[src/rtl/hazard_ctrl_if.sv]
// Decode-to-hazard-controller bundle: the D-stage GRF descriptors going in,
// the stall, forwarding selects and stall counter coming back out.
interface hazard_ctrl_if #(
  parameter int ADDR_W = 5,
  parameter int CNT_W  = 32
);
  logic [ADDR_W-1:0] d_read_addr0;
  logic [ADDR_W-1:0] d_read_addr1;
  logic [1:0]        d_read_stage0;
  logic [1:0]        d_read_stage1;
  logic [ADDR_W-1:0] d_write_addr;
  logic [1:0]        d_write_stage;

  logic              stall;
  logic [1:0]        fwd_d0;
  logic [1:0]        fwd_d1;
  logic [1:0]        fwd_e0;
  logic [1:0]        fwd_e1;
  logic [1:0]        fwd_m1;
  logic [CNT_W-1:0]  stall_count;

  // Pipeline side: presents decode descriptors, consumes hazard decisions.
  modport master (
    output d_read_addr0, d_read_addr1, d_read_stage0, d_read_stage1,
           d_write_addr, d_write_stage,
    input  stall, fwd_d0, fwd_d1, fwd_e0, fwd_e1, fwd_m1, stall_count
  );

  // Controller side.
  modport slave (
    input  d_read_addr0, d_read_addr1, d_read_stage0, d_read_stage1,
           d_write_addr, d_write_stage,
    output stall, fwd_d0, fwd_d1, fwd_e0, fwd_e1, fwd_m1, stall_count
  );
endinterface

[src/rtl/hazard_ctrl.sv]
// Hazard controller for the 5-stage F/D/E/M/W core. Shadows the writer and
// reader descriptors of the instructions in E, M and W, and from them derives
// the stall/bubble request and the operand forwarding selects for D, E and M.
// Stage numbering: D=0, E=1, M=2, W=3; a read stage of 3 means "never read".
module hazard_ctrl #(
  parameter int ADDR_W = 5,
  parameter int CNT_W  = 32
) (
  input  logic          clk,
  input  logic          rst_n,
  hazard_ctrl_if.slave  hz
);

  localparam logic [1:0] STAGE_NEVER = 2'd3;

  localparam logic [1:0] SRC_PIPE = 2'd0;
  localparam logic [1:0] SRC_E    = 2'd1;
  localparam logic [1:0] SRC_M    = 2'd2;
  localparam logic [1:0] SRC_W    = 2'd3;

  // Shadow of the instruction currently in E
  logic [ADDR_W-1:0] e_waddr;
  logic [1:0]        e_wstage;
  logic [ADDR_W-1:0] e_raddr0;
  logic [ADDR_W-1:0] e_raddr1;
  logic [1:0]        e_rstage0;
  logic [1:0]        e_rstage1;

  // Shadow of the instruction in M (only rt matters there: store data)
  logic [ADDR_W-1:0] m_waddr;
  logic [1:0]        m_wstage;
  logic [ADDR_W-1:0] m_raddr1;
  logic [1:0]        m_rstage1;

  // Shadow of the instruction in W
  logic [ADDR_W-1:0] w_waddr;
  logic [1:0]        w_wstage;

  logic [CNT_W-1:0]  stall_count;
  logic              stall;
  logic              stall_op0;
  logic              stall_op1;
  logic [1:0]        fwd_d0;
  logic [1:0]        fwd_d1;
  logic [1:0]        fwd_e0;
  logic [1:0]        fwd_e1;
  logic [1:0]        fwd_m1;

  // A writer sitting at stage x has its result latched once its write stage
  // is strictly earlier than x.
  function automatic logic has_value(input logic [1:0] wstage, input logic [2:0] x);
    return {1'b0, wstage} < x;
  endfunction

  // A D operand must wait for a writer at stage x if the writer's result
  // cannot be ready by the time the operand is consumed.
  function automatic logic blocks(input logic [ADDR_W-1:0] addr,
                                  input logic [1:0]        rstage,
                                  input logic [ADDR_W-1:0] waddr,
                                  input logic [1:0]        wstage,
                                  input logic [2:0]        x);
    return (rstage != STAGE_NEVER) && (addr != '0) && (waddr == addr) &&
           ({1'b0, wstage} >= (x + {1'b0, rstage}));
  endfunction

  // Youngest matching producer wins; if that producer has no value yet the
  // consumer keeps its own pipe value (the stall logic covers real needs).
  // Stages that must not be considered are passed with a zero address.
  function automatic logic [1:0] pick_src(input logic [ADDR_W-1:0] addr,
                                          input logic [ADDR_W-1:0] ea,
                                          input logic [1:0]        es,
                                          input logic [ADDR_W-1:0] ma,
                                          input logic [1:0]        ms,
                                          input logic [ADDR_W-1:0] wa,
                                          input logic [1:0]        ws);
    logic [1:0] src;
    src = SRC_PIPE;
    if (addr != '0) begin
      if (ea == addr)      src = has_value(es, 3'd1) ? SRC_E : SRC_PIPE;
      else if (ma == addr) src = has_value(ms, 3'd2) ? SRC_M : SRC_PIPE;
      else if (wa == addr) src = has_value(ws, 3'd3) ? SRC_W : SRC_PIPE;
    end
    return src;
  endfunction

  // Stall decision for the instruction in D against in-flight writers in E and M
  always_comb begin
    stall_op0 = blocks(hz.d_read_addr0, hz.d_read_stage0, e_waddr, e_wstage, 3'd1) ||
                blocks(hz.d_read_addr0, hz.d_read_stage0, m_waddr, m_wstage, 3'd2);
    stall_op1 = blocks(hz.d_read_addr1, hz.d_read_stage1, e_waddr, e_wstage, 3'd1) ||
                blocks(hz.d_read_addr1, hz.d_read_stage1, m_waddr, m_wstage, 3'd2);
    stall     = stall_op0 || stall_op1;
  end

  // Forwarding selects for the D, E and M operand muxes
  always_comb begin
    fwd_d0 = pick_src(hz.d_read_addr0, e_waddr, e_wstage, m_waddr, m_wstage, w_waddr, w_wstage);
    fwd_d1 = pick_src(hz.d_read_addr1, e_waddr, e_wstage, m_waddr, m_wstage, w_waddr, w_wstage);
    fwd_e0 = SRC_PIPE;
    fwd_e1 = SRC_PIPE;
    fwd_m1 = SRC_PIPE;
    if (e_rstage0 != STAGE_NEVER)
      fwd_e0 = pick_src(e_raddr0, '0, 2'd0, m_waddr, m_wstage, w_waddr, w_wstage);
    if (e_rstage1 != STAGE_NEVER)
      fwd_e1 = pick_src(e_raddr1, '0, 2'd0, m_waddr, m_wstage, w_waddr, w_wstage);
    if (m_rstage1 != STAGE_NEVER)
      fwd_m1 = pick_src(m_raddr1, '0, 2'd0, '0, 2'd0, w_waddr, w_wstage);
  end

  // Advance the shadow pipeline; a stall injects a bubble into E.
  // Reset leaves every stage holding a bubble so the next D sees an empty pipe.
  always_ff @(posedge clk or negedge rst_n) begin
    if (!rst_n) begin
      e_waddr   <= '0;
      e_wstage  <= 2'd0;
      e_raddr0  <= '0;
      e_raddr1  <= '0;
      e_rstage0 <= STAGE_NEVER;
      e_rstage1 <= STAGE_NEVER;
      m_waddr   <= '0;
      m_wstage  <= 2'd0;
      m_raddr1  <= '0;
      m_rstage1 <= STAGE_NEVER;
      w_waddr   <= '0;
      w_wstage  <= 2'd0;
    end else begin
      w_waddr   <= m_waddr;
      w_wstage  <= m_wstage;
      m_waddr   <= e_waddr;
      m_wstage  <= e_wstage;
      m_raddr1  <= e_raddr1;
      m_rstage1 <= e_rstage1;
      if (stall) begin
        e_waddr   <= '0;
        e_wstage  <= 2'd0;
        e_raddr0  <= '0;
        e_raddr1  <= '0;
        e_rstage0 <= STAGE_NEVER;
        e_rstage1 <= STAGE_NEVER;
      end else begin
        e_waddr   <= hz.d_write_addr;
        e_wstage  <= hz.d_write_stage;
        e_raddr0  <= hz.d_read_addr0;
        e_raddr1  <= hz.d_read_addr1;
        e_rstage0 <= hz.d_read_stage0;
        e_rstage1 <= hz.d_read_stage1;
      end
    end
  end

  // Saturating count of stall cycles since reset
  always_ff @(posedge clk or negedge rst_n) begin
    if (!rst_n)
      stall_count <= '0;
    else if (stall && (stall_count != '1))
      stall_count <= stall_count + 1'b1;
  end

  assign hz.stall       = stall;
  assign hz.fwd_d0      = fwd_d0;
  assign hz.fwd_d1      = fwd_d1;
  assign hz.fwd_e0      = fwd_e0;
  assign hz.fwd_e1      = fwd_e1;
  assign hz.fwd_m1      = fwd_m1;
  assign hz.stall_count = stall_count;

endmodule
[src/flat_wrapper.sv]
// flat-port wrapper written by rule: the top's interface ports become plain ports
module hazard_ctrl_flat 
#(
  parameter int ADDR_W = 5,
  parameter int CNT_W  = 32
)
  (clk, rst_n, hz_d_read_addr0, hz_d_read_addr1, hz_d_read_stage0, hz_d_read_stage1, hz_d_write_addr, hz_d_write_stage, hz_stall, hz_fwd_d0, hz_fwd_d1, hz_fwd_e0, hz_fwd_e1, hz_fwd_m1, hz_stall_count);
  hazard_ctrl_if #(.ADDR_W(ADDR_W), .CNT_W(CNT_W)) hz_i ();
  input  logic clk;
  input  logic rst_n;
  input wire logic [$bits(hz_i.d_read_addr0)-1:0] hz_d_read_addr0;
  input wire logic [$bits(hz_i.d_read_addr1)-1:0] hz_d_read_addr1;
  input wire logic [$bits(hz_i.d_read_stage0)-1:0] hz_d_read_stage0;
  input wire logic [$bits(hz_i.d_read_stage1)-1:0] hz_d_read_stage1;
  input wire logic [$bits(hz_i.d_write_addr)-1:0] hz_d_write_addr;
  input wire logic [$bits(hz_i.d_write_stage)-1:0] hz_d_write_stage;
  output wire logic [$bits(hz_i.stall)-1:0] hz_stall;
  output wire logic [$bits(hz_i.fwd_d0)-1:0] hz_fwd_d0;
  output wire logic [$bits(hz_i.fwd_d1)-1:0] hz_fwd_d1;
  output wire logic [$bits(hz_i.fwd_e0)-1:0] hz_fwd_e0;
  output wire logic [$bits(hz_i.fwd_e1)-1:0] hz_fwd_e1;
  output wire logic [$bits(hz_i.fwd_m1)-1:0] hz_fwd_m1;
  output wire logic [$bits(hz_i.stall_count)-1:0] hz_stall_count;
  assign hz_i.d_read_addr0 = hz_d_read_addr0;
  assign hz_i.d_read_addr1 = hz_d_read_addr1;
  assign hz_i.d_read_stage0 = hz_d_read_stage0;
  assign hz_i.d_read_stage1 = hz_d_read_stage1;
  assign hz_i.d_write_addr = hz_d_write_addr;
  assign hz_i.d_write_stage = hz_d_write_stage;
  assign hz_stall = hz_i.stall;
  assign hz_fwd_d0 = hz_i.fwd_d0;
  assign hz_fwd_d1 = hz_i.fwd_d1;
  assign hz_fwd_e0 = hz_i.fwd_e0;
  assign hz_fwd_e1 = hz_i.fwd_e1;
  assign hz_fwd_m1 = hz_i.fwd_m1;
  assign hz_stall_count = hz_i.stall_count;
  hazard_ctrl #(.ADDR_W(ADDR_W), .CNT_W(CNT_W)) u_core (.clk(clk), .rst_n(rst_n), .hz(hz_i));
endmodule
[config.mk]
export PLATFORM = sky130hd
export DESIGN_NAME = hazard_ctrl_flat
export DESIGN_NICKNAME = d
export VERILOG_FILES = /design/src/rtl/hazard_ctrl_if.sv /design/src/rtl/hazard_ctrl.sv /design/src/flat_wrapper.sv
export SDC_FILE = /design/constraint.sdc
export NUM_CORES = 1
export LEC_CHECK = 0
export BUFFER_PORTS_ARGS = -buffer_cell sky130_fd_sc_hd__buf_2
export CORE_ASPECT_RATIO = 0.75
export CORE_MARGIN = 4
export CORE_UTILIZATION = 56
export CTS_BUF_LIST = sky130_fd_sc_hd__clkbuf_8 sky130_fd_sc_hd__clkbuf_16
export DETAILED_ROUTE_END_ITERATION = 12
export PLACE_DENSITY = 0.8
export SYNTH_ARGS = -nofsm -noshare
export SYNTH_HDL_FRONTEND = slang
export SYNTH_SLANG_ARGS = --single-unit
[constraint.sdc]
create_clock -name clk -period 2.6 [get_ports clk]
set_clock_uncertainty 0.2 [all_clocks]
set_input_delay 0.13 -clock clk [delete_from_list [all_inputs] [get_ports clk]]
set_output_delay 0.13 -clock clk [all_outputs]
set_load 0.02 [all_outputs]
==> results.py, run 1 <==
metrics = {
    "die": {
        "start_util_pct": 58.9,
        "io_pins": 66,
        "dieArea_um2": 8140,
        "core_area_um2": 6410,
        "die_x_um": 103,
        "rows": 25,
        "dieHeight_um": 79.2,
    },
    "drt": {
        "drc_errors": 0,
        "first_pass_iters": 5,
        "drt_iter0_drc": 270,
        "wl_per_cell_um": 18.4,
        "vias_per_cell": 5.72,
        "ant_nets": 0,
        "via_count": 3030,
        "drt_wl_total_mm": 9.76,
    },
    "place": {
        "placed_area_um2": 4200,
        "place_congestion": 0.924,
        "dpl.cell_count": 484,
        "dpl.hpwl_mm": 6.26,
        "numPortBuffers": 65,
    },
    "power": {
        "power_density_nw_per_um2": 578,
        "seqPwrFrac_pct": 48.8,
        "p_switching_uw": 833,
        "intPower_mw": 1.93,
        "p_leak_nw": 2.28,
        "p_sw_share_pct": 30.1,
        "pwr-share-comb_pct": 18.2,
        "p_total_mw": 2.76,
        "ir_drop_mv": 0.371,
        "clockPowerShare_pct": 33.0,
    },
    "clock_tree": {
        "cts_inserted_buffers": 9,
        "clk_path_buf_depth": 2,
        "worstSkewPairLatency_ns": 0.36,
        "cts_tree": "built",
        "numClockSinks": 74,
        "cts_root_buf": "clkbuf_8",
        "cts.reportedPaths.clkPinSlew_ns": 0.08,
        "h-tree-depth": 3,
    },
    "synthesis": {
        "synth.distinct_cells": 37,
        "yosysSeqAreaShare_pct": 49.2,
        "yosys_warnings": 0,
        "syn_area_per_cell_um2": 10.9,
        "synth-seq-cells": 74,
        "syn-num-nets": 382,
        "syn-cell-area_um2": 3780,
        "synthCells": 346,
    },
    "critical_path": {
        "crit_fanout": 5,
        "critPathKind": "input pin to output pin",
        "path_cells": "dlygate4sd3_1, buf_2, or4_1, nor2_1, nor2_1, a22oi_2, inv_1, buf_2",
        "rr_worst_depth": 7,
        "startpoint_type": "input pin",
        "slowest_stage": "or4_1",
        "path_delay_family": "buffers and inverters",
        "path_depth": 8,
        "slowest_delay_ns": 0.56,
        "crit_arrival_ns": 2.27,
        "worst-path-buf-inv": 4,
        "required_ns": 2.27,
        "worstSetupEndpointType": "output pin",
    },
    "timing": {
        "drv_slew": 0,
        "worstMarginPinSlew_ns": 0.566,
        "period_share_pct": 99.8,
        "period_needed_ns": 2.60,
        "hold_viol": 0,
        "holdWs_ns": 0.0409,
        "report.final.setup_viol": 0,
        "fmax_mhz": 385,
        "maxSlewHeadroom_pct": 62.3,
    },
    "cells_and_area": {
        "nets": 480,
        "antenna_cells": 0,
        "areaGrowthSynthToFinish_pct": 26.6,
        "final_cell_count_no_fill": 530,
        "fin_util_pct": 74.7,
        "drive_above_1_share_pct": 28.1,
        "finish.instance_area_um2": 4790,
    },
    "grt": {
        "grt_pass1_wl_mm": 15.5,
        "grt_max_degree": 52,
        "gr-usage-all-layers_pct": 24.9,
        "antenna_found_initial": 0,
        "first_global_vias": 3084,
        "grt_overflow": 0,
    },
    "flow_run": {
        "maxCapViolCount": 0,
    },
    "hold_path": {
        "min_path_type": "input pin to register",
        "holdPathStages": 3,
    },
    "status": {
        "status": "finished clean",
    },
}
-- layer usage --
layer	global-route usage [%]	share of wire, %
met5	0	0
met3	5.71	6.4
met4	8.80	2.5
met2	38.8	47
met1	34.2	44
-- sequential cells by signal (all words and copies together), names as in the netlist --
signal and cells:
u_core.m_raddr1 5, u_core.e_rstage0 2, u_core.e_raddr1 5, u_core.w_waddr 5
u_core.e_waddr 5, u_core.hz.stall_count 32, u_core.e_raddr0 5, u_core.m_waddr 5
u_core.e_rstage1 2, u_core.e_wstage 2, u_core.m_rstage1 2, u_core.w_wstage 2
u_core.m_wstage 2
-- layout make-up --
class | count | area (µm²)
inverter | 10 | 37.5
timing repair buffer | 101 | 733
clock inverter | 7 | 77.6
tap | 81 | 101
sequential | 74 | 1870
clock buffer | 9 | 124
fill | 401 | 1630
multi-input combinational | 248 | 1850
-- final timing paths --
kind                                     startpoint                        end  slack (ns)
setup / recovery                 hz_d_read_addr0[1]                   hz_stall       0.004
min in group asynchronous                     rst_n  u_core.hz.stall_count[29]        0.09
max in group asynchronous                     rst_n        u_core.m_rstage1[1]        1.40
hold / removal                  hz_d_read_stage0[0]        u_core.e_rstage0[0]        0.04
hold reg to reg                 u_core.e_rstage1[0]        u_core.m_rstage1[0]        0.17
setup reg to reg           u_core.hz.stall_count[0]  u_core.hz.stall_count[26]        0.09
-- cells in the mapped netlist (all sizes together) --
cell type,n,share of area (%)
inv,10,0.99
nand2b,2,0.33
and3,11,1.8
o21a,1,0.20
nand3b,1,0.20
mux2,1,0.30
a221oi,2,0.46
o221a,2,0.60
nand3,22,2.9
buf,6,1.3
ha,13,4.3
o21ai,2,0.26
or4,4,0.79
o22ai,2,0.50
clkbuf,8,0.79
a41oi,1,0.73
nand2,17,1.7
dfrtp,68,45
a21oi,5,0.66
nor2b,2,0.33
or2,2,0.33
and2,18,3.0
dfstp,6,4.2
a22oi,1,0.33
nor2,15,1.6
and4,8,1.9
nor3,14,2.1
nor4,3,0.50
xnor2,56,13
nand4,15,2.5
xor2,28,6.5
-- kinds of logic after synthesis --
group / after synthesis / synth area share (%)
compound gates: 16 / 3.74
flops: 74 / 49.2
fa+ha+maj: 13 / 4.30
mux: 1 / 0.298
simple gates: 134 / 19.9
buf+inv: 24 / 3.11
xor+xnor: 84 / 19.5
-- worst reg2reg max path: stages (launching register included) --
cell and delay (ns):
dfrtp_1 0.44, ha_1 0.20, and3_1 0.25, and3_1 0.47, nand4_1 0.25, nor3_4 0.31, nand3_1 0.13, xnor2_1 0.14
-- through the flow --
stage,TNS [ns],setup WS [ns]
final,0,0.00440
after global routing,-0.926,-0.0865
after CTS,0,0.00937
after detailed placement,0,0.135
after global placement,0,0.218
after floorplan,0,0.239
-- what timing repair did --
| item | in CTS | in global routing |
|---|---|---|
| setup buffers | 2 | 10 |
| hold buffers | 22 | 0 |
| cloned | 0 | 2 |
| pin swaps | 1 | 9 |
| endpoints found under the hold margin | 44 | 0 |
| endpoints found under the setup margin | 3 | 52 |
| gates resized for setup | 2 | 19 |
-- power groups by stage --
stage	Sequential [mW]	Clock [mW]	Combinational (mW)
after detailed placement	1.37	0	0.415
after global routing	1.36	0.985	0.551
after CTS	1.34	0.933	0.447
after floorplan	1.36	0	0.255
after global placement	1.36	0	0.396
final	1.35	0.912	0.503
-- placed cells by master (no fill, tap or decap), types with 11 or more instances in the layout --
master	netlist	final
and2_1	18	18
and3_1	11	11
buf_2	1	60
buf_4	1	15
dfrtp_1	68	63
dlygate4sd3_1	0	18
ha_1	13	13
nand2_1	17	17
nand3_1	22	21
nand4_1	15	15
nor2_1	14	13
nor3_1	12	11
xnor2_1	56	56
xor2_1	28	28
Note: power is estimated with default switching activity, not from simulation.
==> run 2, diff against run 1 <==
Settings changed: BUFFER_PORTS_ARGS -buffer_cell sky130_fd_sc_hd__buf_2 to -buffer_cell sky130_fd_sc_hd__buf_4.
==> run 2 against run 1 <==
The run now ends with setup timing left. Worst setup slack got worse by 0.031 ns. Flip-flop and latch count unchanged. Register-to-register slack got worse by 0.10 ns. Critical path depth grew 1. Non-clock buffer count fell by 4. Maximum frequency down 1.2%. Die area did not move. Count of clock-buffer cells in the layout did not move. Sequential share of layout area down 1.5 points. Sequential power hardly changed. Cell count is 0.57% lower. Hold slack better by 0.0085 ns. Largest power group unchanged. Highest routed layer unchanged.
==> results.py, run 2 (synthesized netlist as in run 1, its figures left out) <==
metrics = {
    "status": {
        "status": "finished with violations",
        "violations": "setup timing",
    },
    "place": {
        "place_congestion": 0.877,
        "placed_area_um2": 4330,
        "numPortBuffers": 65,
        "dpl.hpwl_mm": 6.10,
        "dpl.cell_count": 482,
    },
    "timing": {
        "drv_slew": 0,
        "period_share_pct": 101,
        "worstMarginPinSlew_ns": 0.924,
        "tns_ns": -0.135,
        "maxSlewHeadroom_pct": 38.4,
        "fmax_mhz": 381,
        "hold_viol": 0,
        "report.final.setup_viol": 11,
        "rsz0062_at_grt": "yes",
        "timing.final.ws_setup_ns": -0.0271,
        "period_needed_ns": 2.63,
    },
    "die": {
        "start_util_pct": 58.9,
        "die_x_um": 103,
        "dieHeight_um": 79.2,
        "rows": 25,
        "dieArea_um2": 8140,
        "io_pins": 66,
        "core_area_um2": 6410,
    },
    "critical_path": {
        "crit_arrival_ns": 2.30,
        "slowest_stage": "dlygate4sd3_1",
        "r2r_start": "u_core.e_waddr[0]",
        "path_delay_family": "buffers and inverters",
        "rrSetupSlack_ns": -0.01,
        "slowest_delay_ns": 0.58,
        "crit_fanout": 5,
        "rr_endpoint": "u_core.hz.stall_count[19]",
        "critPathKind": "input pin to output pin",
        "required_ns": 2.27,
        "rr_worst_depth": 10,
        "path_common_cell": "buf_4",
        "path_cells": "dlygate4sd3_1, buf_4, or4_1, nor2_2, nor2_1, a22oi_2, buf_4, inv_1, buf_4",
        "worst-path-buf-inv": 5,
        "startpoint_type": "input pin",
        "worstSetupEndpointType": "output pin",
    },
    "drt": {
        "first_pass_iters": 5,
        "via_count": 3033,
        "drt_iter0_drc": 198,
        "vias_per_cell": 5.76,
        "wl_per_cell_um": 18.7,
        "drt_wl_total_mm": 9.83,
        "drc_errors": 0,
        "ant_nets": 0,
    },
    "grt": {
        "gr-usage-all-layers_pct": 24.3,
        "grt_max_degree": 75,
        "grt_pass1_wl_mm": 15.1,
        "first_global_vias": 3003,
        "antenna_found_initial": 0,
        "grt_overflow": 0,
    },
    "cells_and_area": {
        "drive_above_1_share_pct": 29.0,
        "fin_util_pct": 77.6,
        "final_cell_count_no_fill": 527,
        "most-common-layout-cells": "70 x buf_4, 65 x dfrtp_1, 56 x xnor2_1",
        "top_register": "u_core.hz.stall_count",
        "areaGrowthSynthToFinish_pct": 31.6,
        "nFillCells": 363,
        "multi_input_area_um2": 1900,
        "nets": 476,
        "ff_latch_area_um2": 1860,
        "largest_register_ffs": 32,
        "finish.instance_area_um2": 4980,
        "final_common_cell": "buf_4",
    },
    "clock_tree": {
        "cts_root_buf": "clkbuf_8",
        "numClockSinks": 74,
        "cts_tree": "built",
        "cts_inserted_buffers": 9,
        "worstSkewPairLatency_ns": 0.36,
        "h-tree-depth": 3,
        "clk_path_buf_depth": 2,
        "cts.reportedPaths.clkPinSlew_ns": 0.08,
    },
    "power": {
        "p_leak_nw": 2.26,
        "ir_drop_mv": 0.367,
        "power_density_nw_per_um2": 577,
    },
    "hold_path": {
        "hp-start": "hz_d_read_stage1[0]",
        "hold_path_end": "u_core.e_rstage1[0]",
        "min_path_type": "input pin to register",
        "holdPathStages": 3,
    },
    "flow_run": {
        "maxCapViolCount": 0,
    },
}
-- run 2: changes by cell type in the layout (fill, tap and decap cells not counted), sizes merged --
cell      before  now
buf           77   73
bufinv         1    2
clkinv         4    1
clkinvlp       0    3
diode          0    1
inv           12   11
-- run 2: layout make-up --
type | instances | share of cell area, %
Multi-Input combinational cell | 248 | 38.3
Tap cell | 81 | 2.04
Clock inverter | 7 | 1.91
Clock buffer | 9 | 2.49
Antenna cell | 1 | 0.0503
Timing Repair Buffer | 97 | 17.0
Inverter | 10 | 0.754
Sequential cell | 74 | 37.4
-- run 2: routing by layer --
layer  GRT usage (%)  part of all wire (%)  up-vias
met3            5.53                   7.0       22
li1                -                     -     1372
met1            33.9                    44     1511
met4            8.93                   2.2        0
met2            37.1                    47      128
met5               0                     0        -
-- run 2: how the worst max path moves through the flow --
stage | start | end | slack, ns | cells after the start
CTS | u_core.e_raddr1[0] | hz_fwd_e1[1] | 0.003 | 6
global placement | u_core.hz.stall_count[0] | u_core.hz.stall_count[26] | 0.22 | 7
floorplan | u_core.hz.stall_count[0] | u_core.hz.stall_count[3] | 0.24 | 8
detailed placement | u_core.m_wstage[1] | u_core.hz.stall_count[1] | 0.14 | 8
global route | u_core.e_waddr[0] | u_core.hz.stall_count[19] | -0.11 | 10
finish | hz_d_read_addr1[2] | hz_stall | -0.03 | 9
-- run 2: where the power goes --
part	switching [mW]	internal, mW
clock network	0.449	0.538
registers	0.116	1.24
logic	0.262	0.265
total	0.828	2.04
-- run 2: metrics by stage --
| step | hold slack (ns) | power, mW | worst slack, ns |
|---|---|---|---|
| 2_1_floorplan | -0.366 | 1.62 | 0.239 |
| 3_3_place_gp | 0.114 | 1.78 | 0.218 |
| 3_5_place_dp | 0.116 | 1.80 | 0.141 |
| 4_1_cts | 0.170 | 2.81 | 0.00259 |
| 5_1_grt | 0.0557 | 2.98 | -0.112 |
| 6_report | 0.0494 | 2.87 | -0.0271 |
-- run 2: what timing repair did --
action                                  in CTS  in global routing
endpoints found under the hold margin       89                  0
pin swaps                                    1                 11
endpoints found under the setup margin       2                 32
resized for setup                            1                 30
cloned                                       0                  2
buffers inserted                             2                  6
hold buffers                                22                  0
-- run 2: worst register-to-register path: stages, from the launching register on --
cell and delay (ns):
dfrtp_1 0.42, xor2_1 0.21, nor3_2 0.27, nand3_2 0.16, o22ai_2 0.17, a22oi_2 0.11, buf_4 0.16, a41oi_4 0.31
clkbuf_16 0.23, nand4_1 0.11, xnor2_1 0.16
==> run 3, diff against run 2 <==
Settings changed: CELL_PAD_IN_SITES_DETAIL_PLACEMENT from default to 1, CELL_PAD_IN_SITES_GLOBAL_PLACEMENT from default to 1, CORE_UTILIZATION 56 to 44, PLACE_DENSITY 0.8 to default, PLACE_DENSITY_LB_ADDON from default to 0.1.
==> run 3 against run 2 <==
Sequential power is essentially flat. Register-to-register slack improved by 0.02 ns. First-iteration DRC count fell by 32%. Via count rose by 1.6%. The run now ends clean. Flip-flop and latch count unchanged. Largest cell class unchanged. Clock power grew 27%. Critical endpoint is now u_core.hz.stall_count[15]. Combinational power grew 5.3%.
==> results.py, run 3 (synthesized netlist as in run 1, its figures left out) <==
metrics = {
    "critical_path": {
        "crit_arrival_ns": 2.64,
        "rr_worst_depth": 10,
        "r2r_start": "u_core.e_waddr[0]",
        "rr_endpoint": "u_core.hz.stall_count[15]",
        "rrSetupSlack_ns": 0.006,
        "critPathKind": "register to register",
        "required_ns": 2.65,
        "crit_fanout": 7,
        "startpoint_type": "register",
        "worstSetupEndpointType": "register",
    },
    "die": {
        "io_pins": 66,
        "start_util_pct": 46.5,
        "dieHeight_um": 88.3,
        "core_area_um2": 8130,
        "rows": 28,
        "dieArea_um2": 10200,
        "die_x_um": 115,
    },
    "drt": {
        "wl_per_cell_um": 19.6,
        "drc_errors": 0,
        "first_pass_iters": 4,
        "drt_iter0_drc": 134,
        "ant_nets": 0,
        "drt_wl_total_mm": 11.1,
        "vias_per_cell": 5.41,
        "via_count": 3081,
    },
    "hold_path": {
        "hold_path_end": "u_core.e_rstage1[0]",
        "min_path_type": "input pin to register",
        "holdPathStages": 3,
        "hp-start": "hz_d_read_stage1[0]",
    },
    "cells_and_area": {
        "final_cell_count_no_fill": 569,
        "most-common-layout-cells": "89 x buf_4, 61 x dfrtp_1, 53 x xnor2_1",
        "areaGrowthSynthToFinish_pct": 37.6,
        "antenna_cells": 0,
        "drive_above_1_share_pct": 31.9,
        "top_register": "u_core.hz.stall_count",
        "finish.instance_area_um2": 5200,
        "nFillCells": 878,
        "nets": 495,
        "largest_register_ffs": 32,
        "final_common_cell": "buf_4",
    },
    "timing": {
        "maxSlewHeadroom_pct": 36.9,
        "rsz0062_at_grt": "yes",
        "report.final.setup_viol": 0,
        "period_share_pct": 99.8,
        "worstMarginPinSlew_ns": 0.947,
        "drv_slew": 0,
        "hold_viol": 0,
        "timing.final.ws_setup_ns": 0.00644,
        "fmax_mhz": 386,
        "period_needed_ns": 2.59,
    },
    "grt": {
        "antenna_found_initial": 0,
        "grt_overflow": 0,
        "grt_max_degree": 75,
        "gr-usage-all-layers_pct": 22.5,
        "grt_pass1_wl_mm": 17.4,
        "first_global_vias": 3271,
    },
    "clock_tree": {
        "cts.reportedPaths.clkPinSlew_ns": 0.06,
        "cts_inserted_buffers": 9,
        "numClockSinks": 74,
        "h-tree-depth": 3,
        "cts_tree": "built",
        "worstSkewPairLatency_ns": 0.34,
        "clk_path_buf_depth": 2,
        "cts_root_buf": "clkbuf_16",
    },
    "place": {
        "dpl.hpwl_mm": 7.28,
        "dpl_worst_slack_ns": 0.143,
        "place_congestion": 0.814,
        "numPortBuffers": 65,
        "placed_area_um2": 4390,
        "dpl.cell_count": 512,
    },
    "power": {
        "p_leak_nw": 2.40,
        "power_density_nw_per_um2": 607,
        "ir_drop_mv": 0.294,
    },
    "flow_run": {
        "maxCapViolCount": 0,
    },
    "status": {
        "status": "finished clean",
    },
}
-- run 3: area by class of cell --
cell class / count / area (µm²) / area share [%]
well taps: 105 / 131 / 2.53
clock inverters: 6 / 58.8 / 1.13
repair buffers: 116 / 950 / 18.3
multi-input cells: 248 / 1920 / 36.9
flip-flops and latches: 74 / 1870 / 35.9
clock buffers: 10 / 239 / 4.59
inverters: 10 / 37.5 / 0.722
-- run 3: repair_timing --
action                                  CTS  global route
cloned                                    0             1
endpoints found under the hold margin    89             1
gates resized for setup                  10            29
setup buffers                             1            19
pin swaps                                 1            21
hold buffers                             22             1
endpoints found under the setup margin    3            31
-- run 3: metal layers --
| layer | vias up | part of all wire, % | GRT usage [%] |
|---|---|---|---|
| li1 | 1406 | - | - |
| met1 | 1583 | 45 | 30.2 |
| met5 | - | 0 | 0 |
| met4 | 0 | 1.2 | 7.14 |
| met3 | 11 | 4.8 | 5.54 |
| met2 | 81 | 49 | 36.3 |
-- run 3: how the worst max path moves through the flow --
stage	startpoint	slack, ns	to
2_1_floorplan	u_core.hz.stall_count[0]	0.24	u_core.hz.stall_count[3]
3_3_place_gp	u_core.e_waddr[0]	0.18	u_core.hz.stall_count[26]
3_5_place_dp	u_core.e_waddr[0]	0.14	u_core.hz.stall_count[26]
4_1_cts	hz_d_read_stage0[0]	0.001	hz_stall
5_1_grt	hz_d_read_addr1[3]	-0.1	u_core.hz.stall_count[3]
6_report	u_core.e_waddr[0]	0.006	u_core.hz.stall_count[15]
-- run 3: report_power, final --
part | internal (mW) | switching (mW)
sequential | 1.24 | 0.113
combinational | 0.281 | 0.274
clock | 0.762 | 0.484
-- run 3: through the flow --
stage	hold WS, ns	utilization [%]	setup TNS (ns)	power, mW
3_3_place_gp	0.123	54.1	0	1.80
3_5_place_dp	0.133	54.1	0	1.82
5_1_grt	0.0925	64.0	-1.10	3.29
2_1_floorplan	-0.366	-	0	1.62
4_1_cts	0.167	60.8	0	3.11
6_report	0.0435	64.0	0	3.16
-- run 3: critical path: stages (launching register included) --
cell,delay (ns)
dfrtp_1,0.41
xor2_1,0.15
nor3_1,0.19
nand3_1,0.20
o22ai_2,0.22
a22oi_2,0.13
buf_4,0.16
a41oi_4,0.31
buf_6,0.18
nand4_1,0.12
xnor2_1,0.22
